===== src/rtl/span_cme_loader.sv =====
// span_cme_loader: bus initiator for the span_cme register slave.
// Streams NUM_REGS parameter words to offsets 0..NUM_REGS-1, waits
// WAIT_CYCLES, reads RESULT_OFFSET and returns the result on a valid/ready port.
// Optional build macro LOADER_READBACK_EN adds a VERIFY pass that reads the
// parameter registers back and flags an XOR-checksum mismatch on check_err.
module span_cme_loader #(
    parameter int NUM_REGS      = 34,
    parameter int RESULT_OFFSET = 34,
    parameter int WAIT_CYCLES   = 8,
    parameter int READ_LATENCY  = 1
) (
    input  logic        clk,
    input  logic        reset,
    input  logic        start,
    output logic        busy,
    input  logic [15:0] in_data,
    input  logic        in_valid,
    output logic        in_ready,
    output logic [5:0]  offset,
    output logic [15:0] writeData,
    output logic        write,
    output logic        read,
    output logic        chipselect,
    input  logic [15:0] readData,
    output logic [15:0] result_data,
    output logic        result_valid,
    input  logic        result_ready,
    output logic        check_err
);

    typedef enum logic [2:0] {
        S_IDLE,
        S_LOAD,
`ifdef LOADER_READBACK_EN
        S_VERIFY,
`endif
        S_WAIT,
        S_READ,
        S_CAPTURE,
        S_HOLD
    } state_t;

    localparam logic [5:0] LAST_CNT  = 6'(NUM_REGS);
    localparam logic [5:0] RES_OFF   = 6'(RESULT_OFFSET);
    localparam logic [7:0] WAIT_LAST = 8'(WAIT_CYCLES - 1);
    localparam logic [1:0] LAT_LAST  = 2'(READ_LATENCY);
    // With no compute interval the result read follows the last bus cycle directly.
    localparam state_t AFTER_LOAD = (WAIT_CYCLES == 0) ? S_READ : S_WAIT;

    state_t      state_reg, state_next;
    logic [5:0]  count_reg, count_next;
    logic [7:0]  wait_reg, wait_next;
    logic [1:0]  lat_reg, lat_next;
    logic [5:0]  offset_reg, offset_next;
    logic [15:0] wdata_reg, wdata_next;
    logic        write_reg, write_next;
    logic        read_reg, read_next;
    logic        cs_reg;
    logic        busy_reg;
    logic [15:0] result_reg, result_next;
    logic        rvalid_reg;
    logic        load_ready;

`ifdef LOADER_READBACK_EN
    logic [15:0] wsum_reg, wsum_next;
    logic [15:0] rsum_reg, rsum_next;
    logic        check_err_reg, check_err_next;
`endif

    assign load_ready   = (state_reg == S_LOAD) && (count_reg < LAST_CNT);
    assign in_ready     = load_ready;
    assign offset       = offset_reg;
    assign writeData    = wdata_reg;
    assign write        = write_reg;
    assign read         = read_reg;
    assign chipselect   = cs_reg;
    assign busy         = busy_reg;
    assign result_data  = result_reg;
    assign result_valid = rvalid_reg;

    // Next-state and next bus-cycle decode; bus outputs are registered from these.
    always_comb begin
        state_next  = state_reg;
        count_next  = count_reg;
        wait_next   = wait_reg;
        lat_next    = lat_reg;
        offset_next = offset_reg;
        wdata_next  = wdata_reg;
        write_next  = 1'b0;
        read_next   = 1'b0;
        result_next = result_reg;
`ifdef LOADER_READBACK_EN
        wsum_next      = wsum_reg;
        rsum_next      = rsum_reg;
        check_err_next = check_err_reg;
`endif
        case (state_reg)
            S_IDLE: begin
                if (start) begin
                    state_next = S_LOAD;
                    count_next = 6'd0;
`ifdef LOADER_READBACK_EN
                    wsum_next      = 16'd0;
                    check_err_next = 1'b0;
`endif
                end
            end
            S_LOAD: begin
                if (in_valid && load_ready) begin
                    write_next  = 1'b1;
                    offset_next = count_reg;
                    wdata_next  = in_data;
                    count_next  = count_reg + 6'd1;
`ifdef LOADER_READBACK_EN
                    wsum_next   = wsum_reg ^ in_data;
`endif
                end else if (count_reg == LAST_CNT) begin
                    // The final write is on the bus this cycle.
`ifdef LOADER_READBACK_EN
                    state_next  = S_VERIFY;
                    read_next   = 1'b1;
                    offset_next = 6'd0;
                    count_next  = 6'd0;
                    lat_next    = 2'd0;
                    rsum_next   = 16'd0;
`else
                    state_next  = AFTER_LOAD;
                    wait_next   = 8'd0;
`endif
                end
            end
`ifdef LOADER_READBACK_EN
            S_VERIFY: begin
                // count_reg is the offset whose readback is in flight.
                if (lat_reg == LAT_LAST) begin
                    rsum_next = rsum_reg ^ readData;
                    if (count_reg == LAST_CNT - 6'd1) begin
                        check_err_next = (wsum_reg != (rsum_reg ^ readData));
                        state_next     = AFTER_LOAD;
                        wait_next      = 8'd0;
                    end else begin
                        count_next  = count_reg + 6'd1;
                        read_next   = 1'b1;
                        offset_next = count_reg + 6'd1;
                        lat_next    = 2'd0;
                    end
                end else begin
                    lat_next = lat_reg + 2'd1;
                end
            end
`endif
            S_WAIT: begin
                if (wait_reg == WAIT_LAST) begin
                    state_next = S_READ;
                end else begin
                    wait_next = wait_reg + 8'd1;
                end
            end
            S_READ: begin
                state_next = S_CAPTURE;
                lat_next   = 2'd1;
            end
            S_CAPTURE: begin
                if (lat_reg == LAT_LAST) begin
                    result_next = readData;
                    state_next  = S_HOLD;
                end else begin
                    lat_next = lat_reg + 2'd1;
                end
            end
            S_HOLD: begin
                if (rvalid_reg && result_ready) begin
                    state_next = S_IDLE;
                end
            end
            default: state_next = S_IDLE;
        endcase
        // The single result-read cycle is issued on entry to READ.
        if (state_next == S_READ) begin
            read_next   = 1'b1;
            offset_next = RES_OFF;
        end
    end

    // State, counters and registered bus/result outputs.
    always_ff @(posedge clk or negedge reset) begin
        if (!reset) begin
            state_reg  <= S_IDLE;
            count_reg  <= 6'd0;
            wait_reg   <= 8'd0;
            lat_reg    <= 2'd0;
            offset_reg <= 6'd0;
            wdata_reg  <= 16'd0;
            write_reg  <= 1'b0;
            read_reg   <= 1'b0;
            cs_reg     <= 1'b0;
            busy_reg   <= 1'b0;
            result_reg <= 16'd0;
            rvalid_reg <= 1'b0;
        end else begin
            state_reg  <= state_next;
            count_reg  <= count_next;
            wait_reg   <= wait_next;
            lat_reg    <= lat_next;
            offset_reg <= offset_next;
            wdata_reg  <= wdata_next;
            write_reg  <= write_next;
            read_reg   <= read_next;
            cs_reg     <= write_next | read_next;
            busy_reg   <= (state_next != S_IDLE);
            result_reg <= result_next;
            rvalid_reg <= (state_next == S_HOLD);
        end
    end

`ifdef LOADER_READBACK_EN
    // Write/readback checksums and the sticky mismatch flag.
    always_ff @(posedge clk or negedge reset) begin
        if (!reset) begin
            wsum_reg      <= 16'd0;
            rsum_reg      <= 16'd0;
            check_err_reg <= 1'b0;
        end else begin
            wsum_reg      <= wsum_next;
            rsum_reg      <= rsum_next;
            check_err_reg <= check_err_next;
        end
    end
    assign check_err = check_err_reg;
`else
    assign check_err = 1'b0;
`endif

endmodule

===== config.mk =====
export PLATFORM = sky130hd
export DESIGN_NAME = span_cme_loader
export DESIGN_NICKNAME = d
export VERILOG_FILES = /design/src/rtl/span_cme_loader.sv
export SDC_FILE = /design/constraint.sdc
export NUM_CORES = 1
export LEC_CHECK = 0
export ABC_AREA = 1
export CAP_MARGIN = 25
export CORE_MARGIN = 4
export CORE_UTILIZATION = 40
export DETAILED_ROUTE_END_ITERATION = 6
export DONT_BUFFER_PORTS = 1
export RECOVER_POWER = 25
export SETUP_SLACK_MARGIN = 0.2
export SYNTH_ARGS = -nofsm -noshare
export SYNTH_HDL_FRONTEND = slang
export SYNTH_SLANG_ARGS = --single-unit

===== constraint.sdc =====
create_clock -name clk -period 1.9 [get_ports clk]
set_input_delay 0.285 -clock clk [delete_from_list [all_inputs] [get_ports clk]]
set_output_delay 0.285 -clock clk [all_outputs]
set_load 0.05 [all_outputs]

==> run_results.csv, run 1 <==
group,metric,value,unit
status,status,"finished, violations left",
status,violations,"hold timing",
setup_path,cp_common_cell,"nand2_2",
sta,finalCritPeriodShare,85.3,%
logic_synthesis,ys.flop_type,"dfrtp_1",
logic_synthesis,ys_seq_area_share,55.4,%
power_and_ir_drop,power.density,1920,nW/um^2
cells_and_area,n_fill_cell,658,
logic_synthesis,synth_nets,374,
sta,min_period,1.62,ns
power_and_ir_drop,fin_total_pwr,6.06,mW
global_routing,antenna_found_initial,0,
clocking,cts-root-buf,"clkbuf_8",
sta,rsz0062_at_grt,"false",
logic_synthesis,yosys_warnings,0,
setup_path,crit_type,"reg2out",
setup_path,critPathBufInv,1,
setup_path,cp-end-kind,"output pin",
logic_synthesis,synth_area_per_cell,8.41,sq um
power_and_ir_drop,irDropWorstVdd,968,uV
drt,ant_nets,0,
global_routing,grt_pass1_wl,9870,um
worst_hold_path,hold_path.class,"in2async",
cells_and_area,regArea,1550,sq um
placed_design,dpl.hpwl,4030,um
logic_synthesis,ys_ff_latch,62,
sta,fmax,0.617,GHz
setup_path,crit_chain,"nor2_1, nand2_1, nand2_2, nand2_2, clkinvlp_4",
setup_path,start_kind,"flip-flop",
setup_path,crit_fanout,6,
setup_path,crit_cells,5,
logic_synthesis,syn-instance-count,333,
sta,finalSetupViolCount,0,
die,die_width,91.7,um
die,die_h,91.7,um
die,core_region_area,6790,sq um
setup_path,r2r_end,"wait_reg[3]",
sta,whs,-0.355,ns
logic_synthesis,ys_types,25,
sta,slew_viol_final,0,
drt,postRouteWirelength,5830,um
logic_synthesis,async_reset_ff_share,100,%
clocking,ctsLongestPathBuffers,2,
setup_path,critical_path_arrival,1.33,ns
sta,final-hold-violation-count,62,
sta,skew,0.00769,ns
clocking,clk_pin_slew,0.07,ns
sta,tns,0,ns
die,row_count,30,
logic_synthesis,synth_edf_count,0,
clocking,cts_tree,"yes",
cells_and_area,layout_commonest_cell,"nand2_1",
clocking,htreeDepth,3,
drt,routedWlPerCell,13.1,um
drt,first_pass_iters,4,
die,initial_core_util,41.2,%
cells_and_area,drive_gt1_share,10.9,%
setup_path,required,1.62,ns
setup_path,worstRegToRegCells,8,
setup_path,max_stage_delay,0.44,ns
run,max-cap-violations,0,
cells_and_area,syn_to_final_growth,12.5,%
clocking,cts.sinks,62,
clocking,cts_made_buffers,9,
setup_path,worstSetupStartpoint,"count_reg[1]",
setup_path,crit_path_top_delay_cell,"dfrtp_2",
logic_synthesis,synth_area,2800,sq um
placed_design,gp_congestion,0.812,
global_routing,grt_overflow,0,
cells_and_area,layout.cells.most_common_list,"146 x nand2_1, 61 x dfrtp_1, 29 x inv_1",
die,die-area,8400,sq um
clocking,clock_latency,0.33,ns
setup_path,crit_end,"in_ready",
drt,vias,2103,
cells_and_area,multi_input_area,1090,sq um
setup_path,timing.rr.start,"state_reg[0]",
die,io-pin-count,82,
placed_design,port-buffer-count,0,
power_and_ir_drop,power.leakage,1.66,nW
drt,avgViaCountPerCell,4.72,
global_routing,grt_start_max_net_pins,63,
cells_and_area,antenna_cells,0,
setup_path,ff2ff_setup_slack,0.39,ns
drt,drc,0,
cells_and_area,fin_nets,386,
drt,drt_iter0_drc,74,
global_routing,grt_pass1_vias,2102,
global_routing,track_usage,14.8,%
setup_path,cpLargestDelayFamily,"flip-flops",
-- per-stage QoR --
step | area (sq um) | utilization [%] | instances | setup WS, ns
detailed placement | 2900 | 42.7 | 425 | 0.343
CTS | 3120 | 45.9 | 443 | 0.217
finish | 3150 | 46.4 | 446 | 0.280
floorplan | 2800 | - | 333 | 0.443
global route | 3150 | 46.4 | 446 | 0.207
global placement | 2900 | 42.7 | 425 | 0.367
-- area by class of cell --
cell class / count / area share, %
Clock buffer: 13 / 5.05
Clock inverter: 3 / 1.35
Inverter: 32 / 3.93
Multi-Input combinational cell: 232 / 34.6
Sequential cell: 62 / 49.3
Tap cell: 96 / 3.81
Timing Repair Buffer: 8 / 1.91
-- cells by family (layout without fill, tap and decap cells) --
| logic type | count (synthesis) | count (layout) | synth area share [%] |
|---|---|---|---|
| other | 1 | 1 | 0.134 |
| and+or+nand+nor | 196 | 196 | 29.8 |
| DFF | 62 | 62 | 55.4 |
| xor gates and xnor gates | 4 | 4 | 1.25 |
| adders and majority gates | 4 | 4 | 1.79 |
| buffers and inverters | 39 | 56 | 5.86 |
| AOI/OAI and AO/OA | 27 | 27 | 5.72 |
-- repair_timing --
item	in CTS	in global routing
cloned	0	0
resized for setup	2	3
pin swaps	1	2
endpoints found under the setup margin	1	2
buffers inserted	2	3
endpoints found under the hold margin	62	62
-- how the worst min path moves through the flow --
stage / startpoint / endpoint / slack [ns] / cells after the start
5_1_grt: reset / writeData[6] / -0.38 / 0
2_1_floorplan: reset / busy / -0.01 / 0
3_3_place_gp: reset / offset[3] / -0.009 / 0
3_5_place_dp: reset / offset[2] / -0.009 / 0
6_report: reset / writeData[6] / -0.36 / 0
4_1_cts: reset / write / -0.38 / 0
-- cells in the mapped netlist (2+ instances only) --
cell        n  area share (%)
xor2_1      4             1.3
o21bai_1    9             2.4
clkbuf_1    2            0.27
nor2_1     19             2.5
o21ai_0    17             3.0
nor2_4      2            0.80
inv_1      30             4.0
nand2_1   148              20
ha_1        4             1.8
dfrtp_1    62              55
nand3_1    12             2.1
inv_2       2            0.27
buf_2       2            0.36
nand4_1     7             1.6
buf_4       2            0.54
nand2_2     2            0.45
-- per-layer routing --
| metal | up-vias | share of wire (%) | global-route usage [%] |
|---|---|---|---|
| met3 | 10 | 8.5 | 5.00 |
| met1 | 971 | 46 | 19.5 |
| met2 | 68 | 43 | 21.8 |
| met4 | 0 | 2.1 | 7.16 |
| met5 | - | 0 | 0 |
| li1 | 1054 | - | - |
-- report_power, final --
| group | total [mW] | leakage, nW | switching (mW) | internal, mW |
|---|---|---|---|---|
| clock network | 1.17 | 0.0996 | 0.491 | 0.677 |
| logic | 1.42 | 0.774 | 0.940 | 0.477 |
| registers | 3.47 | 0.790 | 1.70 | 1.77 |
| total | 6.06 | 1.66 | 3.13 | 2.93 |
(Power assumes the default switching activity.)
==> run 2: changes to the inputs <==
- ABC_AREA: 1 -> 0
- CORE_MARGIN: 4 -> 2
==> run 2 against run 1 <==
Power barely moved. Critical path depth stayed put. Routed wire length increased by 21%. Critical path type unchanged. The flow finishes with violations (hold timing, setup timing). Sequential share of layout area shrank 12 points. Design area grew 33%.
==> run_results.csv, run 2 <==
group,metric,value,unit
die,die-area,7690,sq um
placed_design,dpl.hpwl,3790,um
drt,vias,2149,
logic_synthesis,synth.cells.most_frequent,"74 x nand2_1, 62 x dfrtp_1, 18 x mux2_2",
cells_and_area,drive_gt1_share,52.2,%
placed_design,place_area,3060,sq um
clocking,cts_tree,"yes",
setup_path,crit_type,"reg2out",
setup_path,cpLargestDelayFamily,"buffers and inverters",
placed_design,gp_congestion,0.810,
sta,tns,-0.486,ns
die,io-pin-count,82,
die,row_count,30,
power_and_ir_drop,internal_power,3.29,mW
die,die_h,87.7,um
logic_synthesis,synth_largest_area_cell,"dfrtp_1",
global_routing,grt_pass1_wl,9640,um
setup_path,crit_cells,5,
clocking,cts-root-buf,"clkbuf_8",
run,max-cap-violations,0,
sta,skew,0.00780,ns
setup_path,start_kind,"flip-flop",
logic_synthesis,synth_area,2800,sq um
logic_synthesis,yosysMostFrequentCell,"nand2_1",
logic_synthesis,yosys_warnings,0,
sta,min_period,1.99,ns
global_routing,grt_start_max_net_pins,63,
status,violations,"hold timing, setup timing",
cells_and_area,antenna_cells,0,
placed_design,port-buffer-count,0,
setup_path,critical_path_arrival,1.71,ns
cells_and_area,utilization,61.5,%
die,core_region_area,6790,sq um
drt,ant_nets,0,
power_and_ir_drop,p_clk_share,15.7,%
setup_path,required,1.62,ns
cells_and_area,finalNonFillerCells,420,
sta,finalSetupViolCount,10,
sta,slew_viol_final,0,
sta,worst_pin_slew,0.552,ns
sta,maxSlewHeadroom,63.2,%
logic_synthesis,ys.flop_type,"dfrtp_1",
power_and_ir_drop,pwr-share-seq,46.6,%
cells_and_area,fin_nets,361,
drt,avgViaCountPerCell,5.12,
drt,postRouteWirelength,7080,um
status,status,"finished, violations left",
drt,first_pass_iters,4,
global_routing,grt_overflow,0,
cells_and_area,fin_area,4180,sq um
sta,final-hold-violation-count,62,
logic_synthesis,ys_seq_area_share,55.4,%
sta,whs,-0.368,ns
logic_synthesis,synth_area_leaders,"dfrtp_1 55%, nand2_1 9.9%, mux2_2 7.2%, ha_1 1.8%, mux2i_1 1.8%",
drt,routedWlPerCell,16.9,um
setup_path,crit_fanout,4,
worst_hold_path,hold_path.class,"in2async",
power_and_ir_drop,power_switching,2.76,mW
power_and_ir_drop,swShare,45.6,%
clocking,clk_pin_slew,0.07,ns
logic_synthesis,synth_top_area_share,55.4,%
power_and_ir_drop,p_comb_share,37.8,%
logic_synthesis,syn-instance-count,265,
logic_synthesis,ys_ff_latch,62,
die,initial_core_util,41.3,%
power_and_ir_drop,power.leakage,1.93,nW
drt,drc,0,
sta,finalCritPeriodShare,105,%
drt,drt_iter0_drc,46,
global_routing,antenna_found_initial,0,
clocking,cts_made_buffers,9,
placed_design,dp_slack,-0.0598,ns
power_and_ir_drop,power.density,1450,nW/um^2
cells_and_area,syn_to_final_growth,49.1,%
clocking,ctsLongestPathBuffers,2,
sta,rsz0062_at_grt,"true",
clocking,cts.sinks,62,
logic_synthesis,async_reset_ff_share,100,%
setup_path,critPathBufInv,3,
setup_path,worstRegToRegCells,10,
sta,fmax,0.502,GHz
logic_synthesis,ys_types,48,
logic_synthesis,synth_nets,306,
placed_design,dp_cells,370,
power_and_ir_drop,irDropWorstVdd,664,uV
die,die_width,87.7,um
setup_path,cp-end-kind,"output pin",
sta,setup_slack,-0.0917,ns
setup_path,max_stage_delay,0.41,ns
global_routing,grt_pass1_vias,2018,
setup_path,crit_path_top_delay_cell,"dfrtp_2",
global_routing,track_usage,16.6,%
logic_synthesis,synth_area_per_cell,10.6,sq um
cells_and_area,n_fill_cell,540,
logic_synthesis,synth_edf_count,0,
clocking,htreeDepth,3,
cells_and_area,layout_commonest_cell,"dfrtp_1",
cells_and_area,layout.cells.most_common_list,"58 x dfrtp_1, 36 x nand2_1, 25 x nand2_2",
setup_path,crit_chain,"buf_6, o41ai_4, buf_4, and2_4, buf_8",
clocking,clock_latency,0.34,ns
-- run 2: repair_timing --
item / CTS / global route
endpoints found under the hold margin: 62 / 62
gates resized for setup: 33 / 111
gates cloned: 2 / 6
setup endpoints to repair: 20 / 57
setup buffers: 10 / 17
pin swaps: 10 / 31
-- run 2: cell families after synthesis --
| kind of cell | count (synthesis) | share of synthesized area (%) |
|---|---|---|
| simple gates | 129 | 23.4 |
| flops | 62 | 55.4 |
| compound gates | 24 | 6.16 |
| mux | 23 | 9.02 |
| buf+inv | 20 | 3.53 |
| fa+ha+maj | 4 | 1.79 |
| xor+xnor | 2 | 0.625 |
| other cells | 1 | 0.134 |
-- run 2: final timing paths --
kind | slack (ns) | to | start
setup / recovery | -0.09 | in_ready | count_reg[2]
hold / removal | -0.37 | writeData[0] | reset
setup reg to reg | -0.08 | wait_reg[5] | count_reg[2]
hold reg to reg | 0.53 | wait_reg[4] | wait_reg[4]
max in group asynchronous | 2.14 | state_reg[1] | reset
min in group clk | 0.03 | writeData[2] | in_data[2]
-- run 2: per-layer routing --
layer,up-vias,global-route usage [%],part of all wire [%]
met5,-,0,0
met4,0,6.85,1.5
met3,11,6.22,4.9
met2,49,26.7,51
met1,1071,20.1,43
li1,1018,-,-
-- run 2: power by group through the flow --
stage          Clock, mW  Combinational (mW)  Sequential, mW
5_1_grt             1.05                2.44            2.87
3_3_place_gp           0                1.10            2.79
3_5_place_dp           0                1.11            2.80
2_1_floorplan          0               0.733            2.80
4_1_cts            0.984                1.41            2.77
6_report           0.948                2.28            2.82
-- run 2: stage by stage --
stage	hold slack, ns	total power [mW]
after detailed placement	-0.00961	3.91
final	-0.368	6.05
after global routing	-0.385	6.35
after floorplan	-0.0106	3.53
after global placement	-0.00937	3.88
after CTS	-0.383	5.16
-- run 2: worst register-to-register path, delay by kind of cell, from the launching register on --
family,cells,cell delay (ns)
AOI/OAI and AO/OA,2,0.53
buffers and inverters,6,0.76
DFF,1,0.41
muxes,1,0.14
and+or+nand+nor,1,0.05
-- run 2: final cells by class --
type	count	area, sq um	area share [%]
Clock inverter	5	27.5	0.659
Tap cell	96	120	2.88
Clock buffer	10	128	3.05
Sequential cell	62	1560	37.3
Multi-Input combinational cell	183	1590	38.1
Timing Repair Buffer	58	721	17.3
Inverter	6	35.0	0.839
